--- config.mk ---
export PLATFORM = sky130hd
export DESIGN_NAME = paddle_axis_emu_flat
export DESIGN_NICKNAME = d
export VERILOG_FILES = /design/src/rtl/paddle_axis_emu_if.sv /design/src/rtl/paddle_axis_emu.sv /design/src/flat_wrapper.sv
export SDC_FILE = /design/constraint.sdc
export NUM_CORES = 1
export LEC_CHECK = 0
export ABC_AREA = 1
export CAP_MARGIN = 15
export CORE_ASPECT_RATIO = 0.7
export CORE_MARGIN = 1.5
export CORE_UTILIZATION = 23
export CTS_BUF_LIST = sky130_fd_sc_hd__clkbuf_4
export DETAILED_ROUTE_END_ITERATION = 8
export PLACE_DENSITY = 0.49
export SETUP_SLACK_MARGIN = 0.1
export SLEW_MARGIN = 20
export SYNTH_ARGS = -nofsm -noshare
export SYNTH_HDL_FRONTEND = slang
export SYNTH_SLANG_ARGS = --single-unit
--- constraint.sdc ---
create_clock -name clk_sys -period 9 [get_ports clk_sys]
set_input_delay 2.25 -clock clk_sys [delete_from_list [all_inputs] [get_ports clk_sys]]
set_output_delay 2.25 -clock clk_sys [all_outputs]
set_load 0.02 [all_outputs]
--- src/rtl/paddle_axis_emu_if.sv ---
// Paddle emulator bundle: mouse packets and analog joystick in, selected paddle positions out.
interface paddle_axis_emu_if #(
  parameter int NUM_AXES = 2,
  parameter int AXW      = 8,
  parameter int DELTA_W  = 9
);
  logic                        mouse_stb;
  logic [NUM_AXES*DELTA_W-1:0] mouse_d;
  logic [NUM_AXES*AXW-1:0]     joya;
  logic                        wrap_en;
  logic [1:0]                  sens;
  logic                        recenter;
  logic [NUM_AXES*AXW-1:0]     axis_out;
  logic                        mouse_active;
  logic                        upd;
  logic                        busy;

  modport master (
    output mouse_stb, mouse_d, joya, wrap_en, sens, recenter,
    input  axis_out, mouse_active, upd, busy
  );

  modport slave (
    input  mouse_stb, mouse_d, joya, wrap_en, sens, recenter,
    output axis_out, mouse_active, upd, busy
  );
endinterface

--- src/rtl/paddle_axis_emu.sv ---
// Integrates relative mouse deltas into signed paddle positions, one axis per cycle.
// Any nonzero analog joystick value takes control back and clears the positions.
module paddle_axis_emu #(
  parameter int NUM_AXES = 2,
  parameter int AXW      = 8,
  parameter int DELTA_W  = 9,
  parameter int MAX_STEP = 10
) (
  input logic            clk_sys,
  input logic            reset_n,
  paddle_axis_emu_if.slave bus
);
  localparam int IW   = (NUM_AXES > 1) ? $clog2(NUM_AXES) : 1;
  localparam int SW   = AXW + 3;
  localparam int PMAX = 2 ** (AXW - 1) - 1;
  localparam int PMIN = -(2 ** (AXW - 1));

  typedef enum logic [1:0] {IDLE, ACC, DONE} state_t;

  state_t                      state, state_n;
  logic                        stb_q, pending, mouse_active, upd, busy;
  logic [IW-1:0]               idx;
  logic signed [AXW-1:0]       pos  [NUM_AXES];
  logic signed [DELTA_W-1:0]   dreg [NUM_AXES];
  logic [NUM_AXES*DELTA_W-1:0] pend_d;
  logic [NUM_AXES*AXW-1:0]     pos_flat;
  logic                        evt, analog;

  assign evt    = (bus.mouse_stb != stb_q);
  assign analog = |bus.joya;

  function automatic logic signed [AXW-1:0] next_pos(
    input logic signed [AXW-1:0]     p,
    input logic signed [DELTA_W-1:0] d,
    input logic [1:0]                s,
    input logic                      wrap
  );
    int                    dv, sv;
    logic signed [SW-1:0]  dc, sum;
    logic signed [AXW-1:0] res;
    dv = 32'(d);
    if (dv > MAX_STEP)       dv = MAX_STEP;
    else if (dv < -MAX_STEP) dv = -MAX_STEP;
    dc  = SW'(dv);
    sum = SW'(p) + (dc <<< s);
    sv  = 32'(sum);
    res = sum[AXW-1:0];
    if (!wrap) begin
      if (sv > PMAX)      res = AXW'(PMAX);
      else if (sv < PMIN) res = AXW'(PMIN);
    end
    return res;
  endfunction

  always_comb begin
    state_n = state;
    if (analog || bus.recenter) begin
      state_n = IDLE;
    end else begin
      case (state)
        IDLE:    if (evt || pending) state_n = ACC;
        ACC:     if (idx == IW'(NUM_AXES - 1)) state_n = DONE;
        DONE:    state_n = IDLE;
        default: state_n = IDLE;
      endcase
    end
  end

  always_ff @(posedge clk_sys or negedge reset_n) begin
    if (!reset_n) state <= IDLE;
    else          state <= state_n;
  end

  always_ff @(posedge clk_sys or negedge reset_n) begin
    if (!reset_n) begin
      stb_q        <= 1'b0;
      pending      <= 1'b0;
      pend_d       <= '0;
      mouse_active <= 1'b0;
      upd          <= 1'b0;
      busy         <= 1'b0;
      idx          <= '0;
      for (int unsigned i = 0; i < NUM_AXES; i++) begin
        pos[i]  <= '0;
        dreg[i] <= '0;
      end
    end else begin
      stb_q <= bus.mouse_stb;
      upd   <= (state == DONE) && !analog && !bus.recenter;
      busy  <= (state_n != IDLE);
      if (analog) begin
        // joystick wins outright: a same-cycle mouse packet is dropped, not queued
        mouse_active <= 1'b0;
        pending      <= 1'b0;
        for (int unsigned i = 0; i < NUM_AXES; i++) pos[i] <= '0;
      end else if (bus.recenter) begin
        for (int unsigned i = 0; i < NUM_AXES; i++) pos[i] <= '0;
        if (evt) begin
          pending <= 1'b1;
          pend_d  <= bus.mouse_d;
        end
      end else if (state == IDLE) begin
        if (evt || pending) begin
          for (int unsigned i = 0; i < NUM_AXES; i++)
            dreg[i] <= evt ? bus.mouse_d[i*DELTA_W +: DELTA_W] : pend_d[i*DELTA_W +: DELTA_W];
          pending      <= 1'b0;
          mouse_active <= 1'b1;
          idx          <= '0;
        end
      end else begin
        if (evt) begin
          pending <= 1'b1;
          pend_d  <= bus.mouse_d;
        end
        if (state == ACC) begin
          pos[idx] <= next_pos(pos[idx], dreg[idx], bus.sens, bus.wrap_en);
          idx      <= idx + 1'b1;
        end
      end
    end
  end

  always_comb begin
    pos_flat = '0;
    for (int unsigned i = 0; i < NUM_AXES; i++) pos_flat[i*AXW +: AXW] = pos[i];
  end

  assign bus.axis_out     = mouse_active ? pos_flat : bus.joya;
  assign bus.mouse_active = mouse_active;
  assign bus.upd          = upd;
  assign bus.busy         = busy;
endmodule

--- src/flat_wrapper.sv ---
// flat-port wrapper written by rule: the top's interface ports become plain ports
module paddle_axis_emu_flat 
#(
  parameter int NUM_AXES = 2,
  parameter int AXW      = 8,
  parameter int DELTA_W  = 9,
  parameter int MAX_STEP = 10
)
  (clk_sys, reset_n, bus_mouse_stb, bus_mouse_d, bus_joya, bus_wrap_en, bus_sens, bus_recenter, bus_axis_out, bus_mouse_active, bus_upd, bus_busy);
  paddle_axis_emu_if #(.NUM_AXES(NUM_AXES), .AXW(AXW), .DELTA_W(DELTA_W)) bus_i ();
  input logic clk_sys;
  input logic reset_n;
  input wire logic [$bits(bus_i.mouse_stb)-1:0] bus_mouse_stb;
  input wire logic [$bits(bus_i.mouse_d)-1:0] bus_mouse_d;
  input wire logic [$bits(bus_i.joya)-1:0] bus_joya;
  input wire logic [$bits(bus_i.wrap_en)-1:0] bus_wrap_en;
  input wire logic [$bits(bus_i.sens)-1:0] bus_sens;
  input wire logic [$bits(bus_i.recenter)-1:0] bus_recenter;
  output wire logic [$bits(bus_i.axis_out)-1:0] bus_axis_out;
  output wire logic [$bits(bus_i.mouse_active)-1:0] bus_mouse_active;
  output wire logic [$bits(bus_i.upd)-1:0] bus_upd;
  output wire logic [$bits(bus_i.busy)-1:0] bus_busy;
  assign bus_i.mouse_stb = bus_mouse_stb;
  assign bus_i.mouse_d = bus_mouse_d;
  assign bus_i.joya = bus_joya;
  assign bus_i.wrap_en = bus_wrap_en;
  assign bus_i.sens = bus_sens;
  assign bus_i.recenter = bus_recenter;
  assign bus_axis_out = bus_i.axis_out;
  assign bus_mouse_active = bus_i.mouse_active;
  assign bus_upd = bus_i.upd;
  assign bus_busy = bus_i.busy;
  paddle_axis_emu #(.NUM_AXES(NUM_AXES), .AXW(AXW), .DELTA_W(DELTA_W), .MAX_STEP(MAX_STEP)) u_core (.clk_sys(clk_sys), .reset_n(reset_n), .bus(bus_i));
endmodule
# Word level (Yosys, flattened, before mapping)
# Cells that the tools add are included.
dict set report word_totals {
  register_bits 60
  elab_cells 98
}
dict set report op_classes {
  n_addsub 2
  magnitude_cmp 6
  eq_ne 8
  shifts 1
  n_mux 47
  bitwise 3
  reduce_logical 19
}
# op n
set op_table {}
lappend op_table {{$mux 8} 11}
lappend op_table {{$mux 16} 5}
lappend op_table {{$mux 11} 6}
lappend op_table {{$mux 18} 3}
lappend op_table {{$mux 9} 5}
lappend op_table {{$bwmux 16} 1}
lappend op_table {{$reduce_or 16->1} 1}
lappend op_table {{$add 8x11->11} 1}
lappend op_table {{$gt 11x8->1 const B} 1}
lappend op_table {{$lt 11x8->1 const B} 1}
lappend op_table {{$mux 1} 11}
lappend op_table {{$sshl 11x2->11} 1}
lappend op_table {{$gt 9x5->1 const B} 1}
lappend op_table {{$lt 9x5->1 const B} 1}
lappend op_table {{$demux 8 s1} 1}
lappend op_table {{$reduce_and 4->1} 2}
lappend op_table {{$reduce_bool 2->1} 4}
lappend op_table {{$mux 2} 3}
lappend op_table {{$ne 2x2->1 const B} 2}
lappend op_table {{$ne 4x3->1 const B} 1}
lappend op_table {{$pmux 2 s2} 1}
lappend op_table {{$reduce_and 2->1} 2}
lappend op_table {{$logic_and 1x1->1} 3}
lappend op_table {{$ne 3x2->1 const B} 1}
lappend op_table {{14 further kinds} 17}

# Longest topological paths before layout
# Gate-level depths: netlist (run 1).
dict set report logic_depth {
  word_depth 26
  depth_mapped 30
  ltp_nobuf 30
}

# Least setup slack after synthesis (run 1)
# Ideal clock, no wire load.
dict set report synth_path {
  path_kind {in2out}
  from {in bus_joya[12]}
  to {out bus_axis_out[12]}
  arrival_ns 2.756
  t_required_ns 6.750
  slack_ns 3.994
  path_stages 2
  path_buffers 0
  cell_sequence {inv_1 -> o21ai_0}
}
dict set report synth_via {
  elab_chain_len 1
}
# item line_no
set synth_lines {}
lappend synth_lines {{start, declared} flat_wrapper.sv:15} ;# input wire logic [$bits(bus_i.joya)-1:0] bus_joya;
lappend synth_lines {{$mux 16} paddle_axis_emu.sv:128} ;# assign bus.axis_out = mouse_active ? pos_flat : bus.joya;
lappend synth_lines {{end, declared} flat_wrapper.sv:19} ;# output wire logic [$bits(bus_i.axis_out)-1:0] bus_axis_out;
# No other way between the ends.

# Worst setup path after layout (run 1)
dict set report layout_path {
  from {in bus_joya[1]}
  to {out bus_axis_out[1]}
}
# The elaborated chain is that of the path after synthesis.

==> metrics.txt, run 1 <==
# TYPE chip_impl_metric gauge
chip_impl_info{name="status",value="completed"} 1
chip_impl_metric{name="dpl.hpwl",unit="um"} 7410
chip_impl_info{name="startpoint_type",value="input pin"} 1
chip_impl_metric{name="initial_drc_count",unit=""} 162
chip_impl_metric{name="fmax",unit="MHz"} 171
chip_impl_metric{name="row_count",unit=""} 39
chip_impl_metric{name="x_dimension_of_the_die",unit="um"} 157
chip_impl_info{name="ctsRootBufferMaster",value="sky130_fd_sc_hd__clkbuf_4"} 1
chip_impl_metric{name="num_antenna_cells",unit=""} 0
chip_impl_metric{name="antenna_violations_before_repair",unit=""} 0
chip_impl_metric{name="cts_sinks",unit=""} 60
chip_impl_metric{name="met2_usage",unit=""} 0.179
chip_impl_metric{name="multiInputGateArea",unit="mm^2"} 0.00203
chip_impl_metric{name="yosys_register_bits",unit=""} 60
chip_impl_metric{name="crit_path_largest_cell_delay",unit="ns"} 0.65
chip_impl_metric{name="critPathBufInv",unit=""} 3
chip_impl_metric{name="synthArstFlopShare",unit=""} 1.00
chip_impl_info{name="holdCritPathClass",value="flip-flop to flip-flop"} 1
chip_impl_metric{name="post_synth_instance_area",unit="mm^2"} 0.00382
chip_impl_metric{name="power_per_unit_of_standard_cell_area",unit="mW/mm^2"} 116
chip_impl_metric{name="dr_total_vias",unit=""} 3420
chip_impl_metric{name="wl_per_cell",unit="um"} 12.0
chip_impl_info{name="synth.area.top_cells",value="sky130_fd_sc_hd__dfrtp_1, sky130_fd_sc_hd__nand2_1, sky130_fd_sc_hd__o21ai_0"} 1
chip_impl_metric{name="number_of_cells_upsized_or_downsized_after_cts",unit=""} 0
chip_impl_metric{name="count_of_flip_flops_with_a_built_in_enable_after_synthesis",unit=""} 0
chip_impl_metric{name="finish.net_count",unit=""} 618
chip_impl_metric{name="clk_path_buf_depth",unit=""} 2
chip_impl_metric{name="drive_gt1_frac",unit=""} 0.0842
chip_impl_metric{name="vias_in_the_first_global_route",unit=""} 3300
chip_impl_metric{name="use_met3",unit=""} 0.0344
chip_impl_metric{name="seqCellArea",unit="mm^2"} 0.00150
chip_impl_metric{name="worstSetupPathDepth",unit=""} 4
chip_impl_metric{name="area_growth",unit="%"} 25.5
chip_impl_metric{name="min_delay_path_depth",unit=""} 2
chip_impl_info{name="critical_path_class",value="input pin to output port"} 1
chip_impl_metric{name="remaining_drc_errors",unit=""} 0
chip_impl_metric{name="route.detailed.vias_per_inst",unit=""} 4.30
chip_impl_metric{name="cts-buffers-inserted",unit=""} 9
chip_impl_metric{name="cells_after_dpl",unit=""} 779
chip_impl_metric{name="r2r.worst_path.cells",unit=""} 28
chip_impl_metric{name="floorplan.initialDensity",unit=""} 0.235
chip_impl_metric{name="cts_setup_buffers",unit=""} 0
chip_impl_metric{name="path_max_fanout",unit=""} 2
chip_impl_metric{name="port_buffers",unit=""} 59
chip_impl_metric{name="worstSkewPairLatency",unit="ns"} 0.41
chip_impl_metric{name="max_slew_margin",unit=""} 0.399
chip_impl_metric{name="power_leakage",unit="nW"} 2.47
chip_impl_metric{name="grt_overflow",unit=""} 0
chip_impl_metric{name="clk_pin_slew",unit="ns"} 0.10
chip_impl_metric{name="post_layout_nonfiller_instances",unit=""} 795
chip_impl_metric{name="drtPass1Iterations",unit=""} 4
chip_impl_metric{name="arrival",unit="ns"} 3.60
chip_impl_metric{name="pin_count_of_the_biggest_net_entering_global_routing",unit=""} 61
chip_impl_info{name="worstPathCellList",value="clkdlybuf4s50_1 -> inv_1 -> o21ai_0 -> clkdlybuf4s50_1"} 1
chip_impl_metric{name="timing.final.setup_violations",unit=""} 0
chip_impl_metric{name="worstPathRequired",unit="ns"} 6.75
chip_impl_metric{name="synth.avg_cell_area",unit="um^2"} 7.53
chip_impl_metric{name="gr-usage-all-layers",unit=""} 0.116
chip_impl_metric{name="final_sum_of_negative_setup_slack",unit="ns"} 0
chip_impl_metric{name="floorplan.core_area",unit="mm^2"} 0.0162
chip_impl_info{name="rsz0062_at_grt",value="no"} 1
chip_impl_metric{name="grt_pass1_wl",unit="um"} 16000
chip_impl_metric{name="ctsHtreeMaxLevel",unit=""} 3
chip_impl_info{name="cts_tree",value="yes"} 1
chip_impl_info{name="gate_family_responsible_for_the_most_delay_along_the_worst_path",value="buffers and inverters"} 1
chip_impl_metric{name="max_slew.worst_pin.slew",unit="ns"} 0.902
chip_impl_metric{name="vdd_drop_max",unit="mV"} 0.0710
chip_impl_metric{name="number_of_pins_with_negative_max_slew_slack_in_the_final_report",unit=""} 0
chip_impl_metric{name="sequential_element_share_of_the_synthesized_area",unit=""} 0.393
chip_impl_info{name="netlist.top_cell.by_area",value="sky130_fd_sc_hd__dfrtp_1"} 1
chip_impl_metric{name="fillerInstances",unit=""} 1781
chip_impl_metric{name="synth-warning-count",unit=""} 0
chip_impl_metric{name="fin_skew",unit="ns"} 0.0154
chip_impl_metric{name="antenna_left",unit=""} 0
chip_impl_metric{name="finalCritPeriodShare",unit=""} 0.650
chip_impl_info{name="globalRoute.busiestLayer",value="met2"} 1
chip_impl_metric{name="report.final.hold_viol_count",unit=""} 0
chip_impl_metric{name="synth_top_cell_area_share",unit=""} 0.393
chip_impl_info{name="worst_path_max_delay_cell",value="sky130_fd_sc_hd__clkdlybuf4s50_1"} 1
chip_impl_metric{name="post_synth_inst_count",unit=""} 507
chip_impl_metric{name="total_wirelength",unit="um"} 9550
chip_impl_metric{name="synth.lib_cells_used.distinct",unit=""} 34
chip_impl_metric{name="postCtsHoldBufs",unit=""} 0
chip_impl_metric{name="die-area",unit="mm^2"} 0.0174
chip_impl_metric{name="top_level_ports",unit=""} 60
chip_impl_metric{name="die_height",unit="um"} 111
chip_impl_info{name="setup.worst_path.end_class",value="output port"} 1
chip_impl_metric{name="shortest_period_the_worst_path_allows",unit="ns"} 5.85
chip_impl_metric{name="gp_congestion",unit=""} 0.765
chip_impl_metric{name="grtUsageMet1",unit=""} 0.160
chip_impl_metric{name="synth_fp_nets",unit=""} 560
chip_impl_metric{name="max-cap-violations",unit=""} 0
chip_impl_info{name="ys_dominant_reg_cell",value="sky130_fd_sc_hd__dfrtp_1"} 1
chip_impl_info{name="path_common_cell",value="sky130_fd_sc_hd__clkdlybuf4s50_1"} 1
power breakdown:
group | total (mW) | internal, mW | switching (mW)
sequential | 0.270 | 0.270 | 0.000109
clock | 0.215 | 0.112 | 0.104
combinational | 0.0710 | 0.0338 | 0.0372
total | 0.556 | 0.415 | 0.141
per-stage QoR:
step	cell area, um^2	hold WS, ns	utilization	power [mW]	setup slack [ns]
detailed placement	4630	0.470	0.285	0.347	3.14
CTS	4790	0.497	0.295	0.566	3.14
global placement	4630	0.463	0.285	0.347	3.16
finish	4790	0.491	0.295	0.556	3.15
floorplan	3820	0.448	-	0.308	3.99
global route	4790	0.521	0.295	0.589	3.03
synth_stat cells (4+ instances only):
master	n
sky130_fd_sc_hd__a21oi_1	10
sky130_fd_sc_hd__buf_2	5
sky130_fd_sc_hd__clkbuf_1	8
sky130_fd_sc_hd__dfrtp_1	60
sky130_fd_sc_hd__ha_1	11
sky130_fd_sc_hd__inv_1	57
sky130_fd_sc_hd__mux2_2	18
sky130_fd_sc_hd__mux2i_1	20
sky130_fd_sc_hd__nand2_1	186
sky130_fd_sc_hd__nand3_1	19
sky130_fd_sc_hd__nand4_1	6
sky130_fd_sc_hd__nor2_1	18
sky130_fd_sc_hd__nor3_1	5
sky130_fd_sc_hd__o21ai_0	52
sky130_fd_sc_hd__xor2_1	4
layout by cell type (no fill, tap or decap), drive strengths merged, types with 3 or more instances in the layout:
| master | synthesis | final |
|---|---|---|
| nor3 | 7 | 7 |
| inv | 58 | 59 |
| mux2 | 18 | 18 |
| a21oi | 10 | 10 |
| xor2 | 4 | 4 |
| nor2 | 18 | 18 |
| clkbuf | 8 | 9 |
| ha | 11 | 11 |
| mux2i | 20 | 20 |
| clkinv | 1 | 4 |
| or2 | 3 | 3 |
| o21ai | 54 | 54 |
| clkdlybuf4s50 | 0 | 58 |
| nand4 | 6 | 6 |
| dfrtp | 60 | 60 |
| xnor2 | 3 | 3 |
| buf | 6 | 3 |
| nand2 | 188 | 188 |
| nand3 | 22 | 22 |
sequential cells by signal (all words and copies together) (netlist names):
| name | count |
|---|---|
| u_core.stb_q | 1 |
| u_core.bus.upd | 1 |
| u_core.dreg | 18 |
| u_core.pend_d | 18 |
| u_core.pending | 1 |
| u_core.pos | 16 |
| u_core.idx | 1 |
| u_core.bus.mouse_active | 1 |
| u_core.state | 2 |
| u_core.bus.busy | 1 |
routing by layer:
layer,vias up,wire (um)
li1,1750,-
met1,1578,4890
met2,81,4020
met3,11,550
met4,0,97
met5,-,0
worst min-delay path, cell delays in order (launching register included):
cell and delay, ns:
sky130_fd_sc_hd__dfrtp_1 0.35, sky130_fd_sc_hd__nand2_1 0.05, sky130_fd_sc_hd__o21ai_0 0.06
path summary, 6_finish.rpt:
path                                 start                end  slack, ns
max                            bus_joya[1]    bus_axis_out[1]       3.15
max reg2reg                     u_core.idx      u_core.pos[9]       3.69
max in group asynchronous          reset_n  u_core.pend_d[17]       6.49
min                        u_core.dreg[16]    u_core.dreg[16]       0.49
min in group asynchronous          reset_n      u_core.pos[2]       1.97
min reg2reg                u_core.dreg[16]    u_core.dreg[16]       0.49
area by class of cell:
class / instances / share of cell area
clock buffer: 9 / 0.0141
clock inverter: 7 / 0.0188
inverter: 59 / 0.0462
multi-input combinational: 374 / 0.423
sequential: 60 / 0.313
tap: 225 / 0.0588
timing repair buffer: 61 / 0.125
cell families (layout without fill, tap and decap cells):
kind of cell / count (synthesis) / in the layout / share of synthesized area
xor gates and xnor gates: 7 / 7 / 0.0161
AOI/OAI and AO/OA: 70 / 70 / 0.0980
DFF: 60 / 60 / 0.393
buffers and inverters: 73 / 136 / 0.0754
and+or+nand+nor: 247 / 247 / 0.270
muxes: 38 / 38 / 0.106
adders and majority gates: 12 / 12 / 0.0413
Power figures use the tool's default switching activity.
==> inputs of run 2 (changes only) <==
clock period = 5.6 ns   (was 9 ns; I/O delays follow)
==> metrics.txt, run 2 (synthesis gave the netlist of run 1 again) <==
# TYPE chip_impl_metric gauge
chip_impl_metric{name="post_layout_nonfiller_instances",unit=""} 797
chip_impl_metric{name="number_of_pins_with_negative_max_slew_slack_in_the_final_report",unit=""} 0
chip_impl_metric{name="final_sum_of_negative_setup_slack",unit="ns"} 0
chip_impl_metric{name="floorplan.core_area",unit="mm^2"} 0.0162
chip_impl_metric{name="design_area",unit="mm^2"} 0.00481
chip_impl_metric{name="clk_path_buf_depth",unit=""} 2
chip_impl_metric{name="timing.final.setup_violations",unit=""} 0
chip_impl_info{name="status",value="completed"} 1
chip_impl_info{name="timing.rr.start",value="u_core.idx"} 1
chip_impl_metric{name="r2r.worst_path.cells",unit=""} 28
chip_impl_metric{name="route.met2.wl",unit="um"} 4270
chip_impl_metric{name="top_level_ports",unit=""} 60
chip_impl_metric{name="ctsHtreeMaxLevel",unit=""} 3
chip_impl_metric{name="multiInputGateArea",unit="mm^2"} 0.00203
chip_impl_metric{name="max-cap-violations",unit=""} 0
chip_impl_info{name="startpoint_type",value="flip-flop"} 1
chip_impl_info{name="reg2reg_to",value="u_core.pos[10]"} 1
chip_impl_info{name="critical_path_class",value="flip-flop to flip-flop"} 1
chip_impl_metric{name="cts-buffers-inserted",unit=""} 9
chip_impl_metric{name="path_max_fanout",unit=""} 13
chip_impl_metric{name="area_growth",unit="%"} 25.9
chip_impl_metric{name="gr-usage-all-layers",unit=""} 0.117
chip_impl_metric{name="final_core_utilization",unit=""} 0.296
chip_impl_metric{name="postCtsHoldBufs",unit=""} 0
chip_impl_info{name="rsz0062_at_grt",value="no"} 1
chip_impl_info{name="largest_registers",value="u_core.dreg: 18 flops, u_core.pend_d: 18 flops, u_core.pos: 16 flops"} 1
chip_impl_metric{name="x_dimension_of_the_die",unit="um"} 157
chip_impl_metric{name="shortest_period_the_worst_path_allows",unit="ns"} 4.70
chip_impl_metric{name="worstSkewPairLatency",unit="ns"} 0.39
chip_impl_metric{name="route.met3.wl",unit="um"} 486
chip_impl_metric{name="power_per_unit_of_standard_cell_area",unit="mW/mm^2"} 186
chip_impl_info{name="cts_tree",value="yes"} 1
chip_impl_metric{name="report.final.hold_viol_count",unit=""} 0
chip_impl_metric{name="drive_gt1_frac",unit=""} 0.0874
chip_impl_metric{name="initial_drc_count",unit=""} 164
chip_impl_info{name="most-common-layout-cells",value="sky130_fd_sc_hd__nand2_1, sky130_fd_sc_hd__dfrtp_1, sky130_fd_sc_hd__clkdlybuf4s50_1"} 1
chip_impl_metric{name="grt_overflow",unit=""} 0
chip_impl_metric{name="routedLengthMet1",unit="um"} 4910
chip_impl_metric{name="pin_count_of_the_biggest_net_entering_global_routing",unit=""} 61
chip_impl_info{name="worst_path_max_delay_cell",value="sky130_fd_sc_hd__dfrtp_1"} 1
chip_impl_metric{name="gp_congestion",unit=""} 0.875
chip_impl_info{name="path_common_cell",value="sky130_fd_sc_hd__nand2_1"} 1
chip_impl_metric{name="total_wirelength",unit="um"} 9760
chip_impl_metric{name="cts_sinks",unit=""} 60
chip_impl_metric{name="seqCellArea",unit="mm^2"} 0.00150
chip_impl_metric{name="row_count",unit=""} 39
chip_impl_metric{name="num_antenna_cells",unit=""} 0
chip_impl_metric{name="max_slew_margin",unit=""} 0.432
chip_impl_metric{name="antenna_left",unit=""} 0
chip_impl_metric{name="cts_setup_buffers",unit=""} 0
chip_impl_metric{name="ff2ff_setup_slack",unit="ns"} 0.90
chip_impl_metric{name="cells_after_dpl",unit=""} 781
chip_impl_info{name="worst_hold_path.endpoint",value="u_core.dreg[2]"} 1
chip_impl_metric{name="floorplan.initialDensity",unit=""} 0.235
chip_impl_metric{name="dr_total_vias",unit=""} 3391
chip_impl_metric{name="grt_pass1_wl",unit="um"} 16100
chip_impl_metric{name="finish.net_count",unit=""} 620
chip_impl_metric{name="remaining_drc_errors",unit=""} 0
chip_impl_metric{name="wl_per_cell",unit="um"} 12.2
chip_impl_metric{name="port_buffers",unit=""} 59
chip_impl_metric{name="dpl.hpwl",unit="um"} 7730
chip_impl_metric{name="max_slew.worst_pin.slew",unit="ns"} 0.852
chip_impl_info{name="holdCritStartpoint",value="u_core.dreg[2]"} 1
chip_impl_metric{name="fillerInstances",unit=""} 1732
chip_impl_info{name="ctsRootBufferMaster",value="sky130_fd_sc_hd__clkbuf_4"} 1
chip_impl_metric{name="number_of_cells_upsized_or_downsized_after_cts",unit=""} 0
chip_impl_info{name="most_common_library_cell_in_the_layout_ignoring_fill_and_taps",value="sky130_fd_sc_hd__nand2_1"} 1
chip_impl_metric{name="fmax",unit="MHz"} 213
chip_impl_metric{name="finalCritPeriodShare",unit=""} 0.839
chip_impl_metric{name="drtPass1Iterations",unit=""} 4
chip_impl_metric{name="die_height",unit="um"} 111
chip_impl_metric{name="clk_pin_slew",unit="ns"} 0.10
chip_impl_info{name="holdCritPathClass",value="flip-flop to flip-flop"} 1
chip_impl_metric{name="fin_skew",unit="ns"} 0.00982
chip_impl_metric{name="vdd_drop_max",unit="mV"} 0.0832
chip_impl_metric{name="worstPathRequired",unit="ns"} 5.89
chip_impl_metric{name="die-area",unit="mm^2"} 0.0174
chip_impl_metric{name="vias_in_the_first_global_route",unit=""} 3348
chip_impl_metric{name="min_delay_path_depth",unit=""} 2
chip_impl_metric{name="dpl-instance-area",unit="mm^2"} 0.00465
chip_impl_metric{name="route.detailed.vias_per_inst",unit=""} 4.25
chip_impl_info{name="setup.worst_path.end_class",value="flip-flop"} 1
chip_impl_metric{name="antenna_violations_before_repair",unit=""} 0
chip_impl_metric{name="power_leakage",unit="nW"} 2.48
chip_impl_metric{name="arrival",unit="ns"} 4.98
chip_impl_info{name="highest-signal-layer",value="met4"} 1
chip_impl_metric{name="crit_path_largest_cell_delay",unit="ns"} 0.61
## run 2: changes by cell type in the layout (fill, tap and decap cells not counted), sizes merged
| cell | before | now |
|---|---|---|
| buf | 3 | 5 |
| clkbuf | 9 | 11 |
| clkinv | 4 | 3 |
| inv | 59 | 58 |
## run 2: report_power, final
group	switching [mW]	internal, mW
logic	0.0599	0.0545
registers	0.000184	0.433
clock network	0.156	0.189
total	0.217	0.677
## run 2: cell type report
class                           count  area share
Tap cell                          225      0.0586
Timing Repair Buffer               63       0.128
Clock buffer                       11      0.0172
Multi-Input combinational cell    374       0.422
Sequential cell                    60       0.312
Clock inverter                      5      0.0159
Inverter                           59      0.0461
## run 2: stage by stage
stage	setup WS, ns	hold WS (ns)	power (mW)
after global routing	0.260	0.529	0.943
after floorplan	1.72	0.448	0.495
after global placement	0.796	0.461	0.557
after detailed placement	0.747	0.468	0.558
final	0.901	0.491	0.894
after CTS	0.806	0.494	0.911
## run 2: worst max-delay path by stage
stage	slack [ns]	end	startpoint	cells after the start
floorplan	1.72	u_core.pos[0]	bus_sens[0]	21
global placement	0.80	u_core.pos[3]	bus_sens[0]	21
detailed placement	0.75	u_core.pos[10]	bus_sens[0]	21
CTS	0.81	u_core.pos[10]	u_core.idx	29
global route	0.26	u_core.pos[10]	u_core.idx	29
finish	0.90	u_core.pos[10]	u_core.idx	28
## run 2: critical path, delay by kind of cell, from the launching register on
family	cells	cell delay, ns
buffers and inverters	6	0.63
flip-flops	1	0.61
AND/OR/NAND/NOR	17	2.03
AO/OA/AOI/OAI	2	0.35
adder cells (fa/ha/maj)	3	0.98
## run 2: per-layer routing
metal | up-vias | track usage
met3 | 8 | 0.0317
met5 | - | 0
li1 | 1763 | -
met4 | 0 | 0.0330
met1 | 1543 | 0.158
met2 | 77 | 0.181
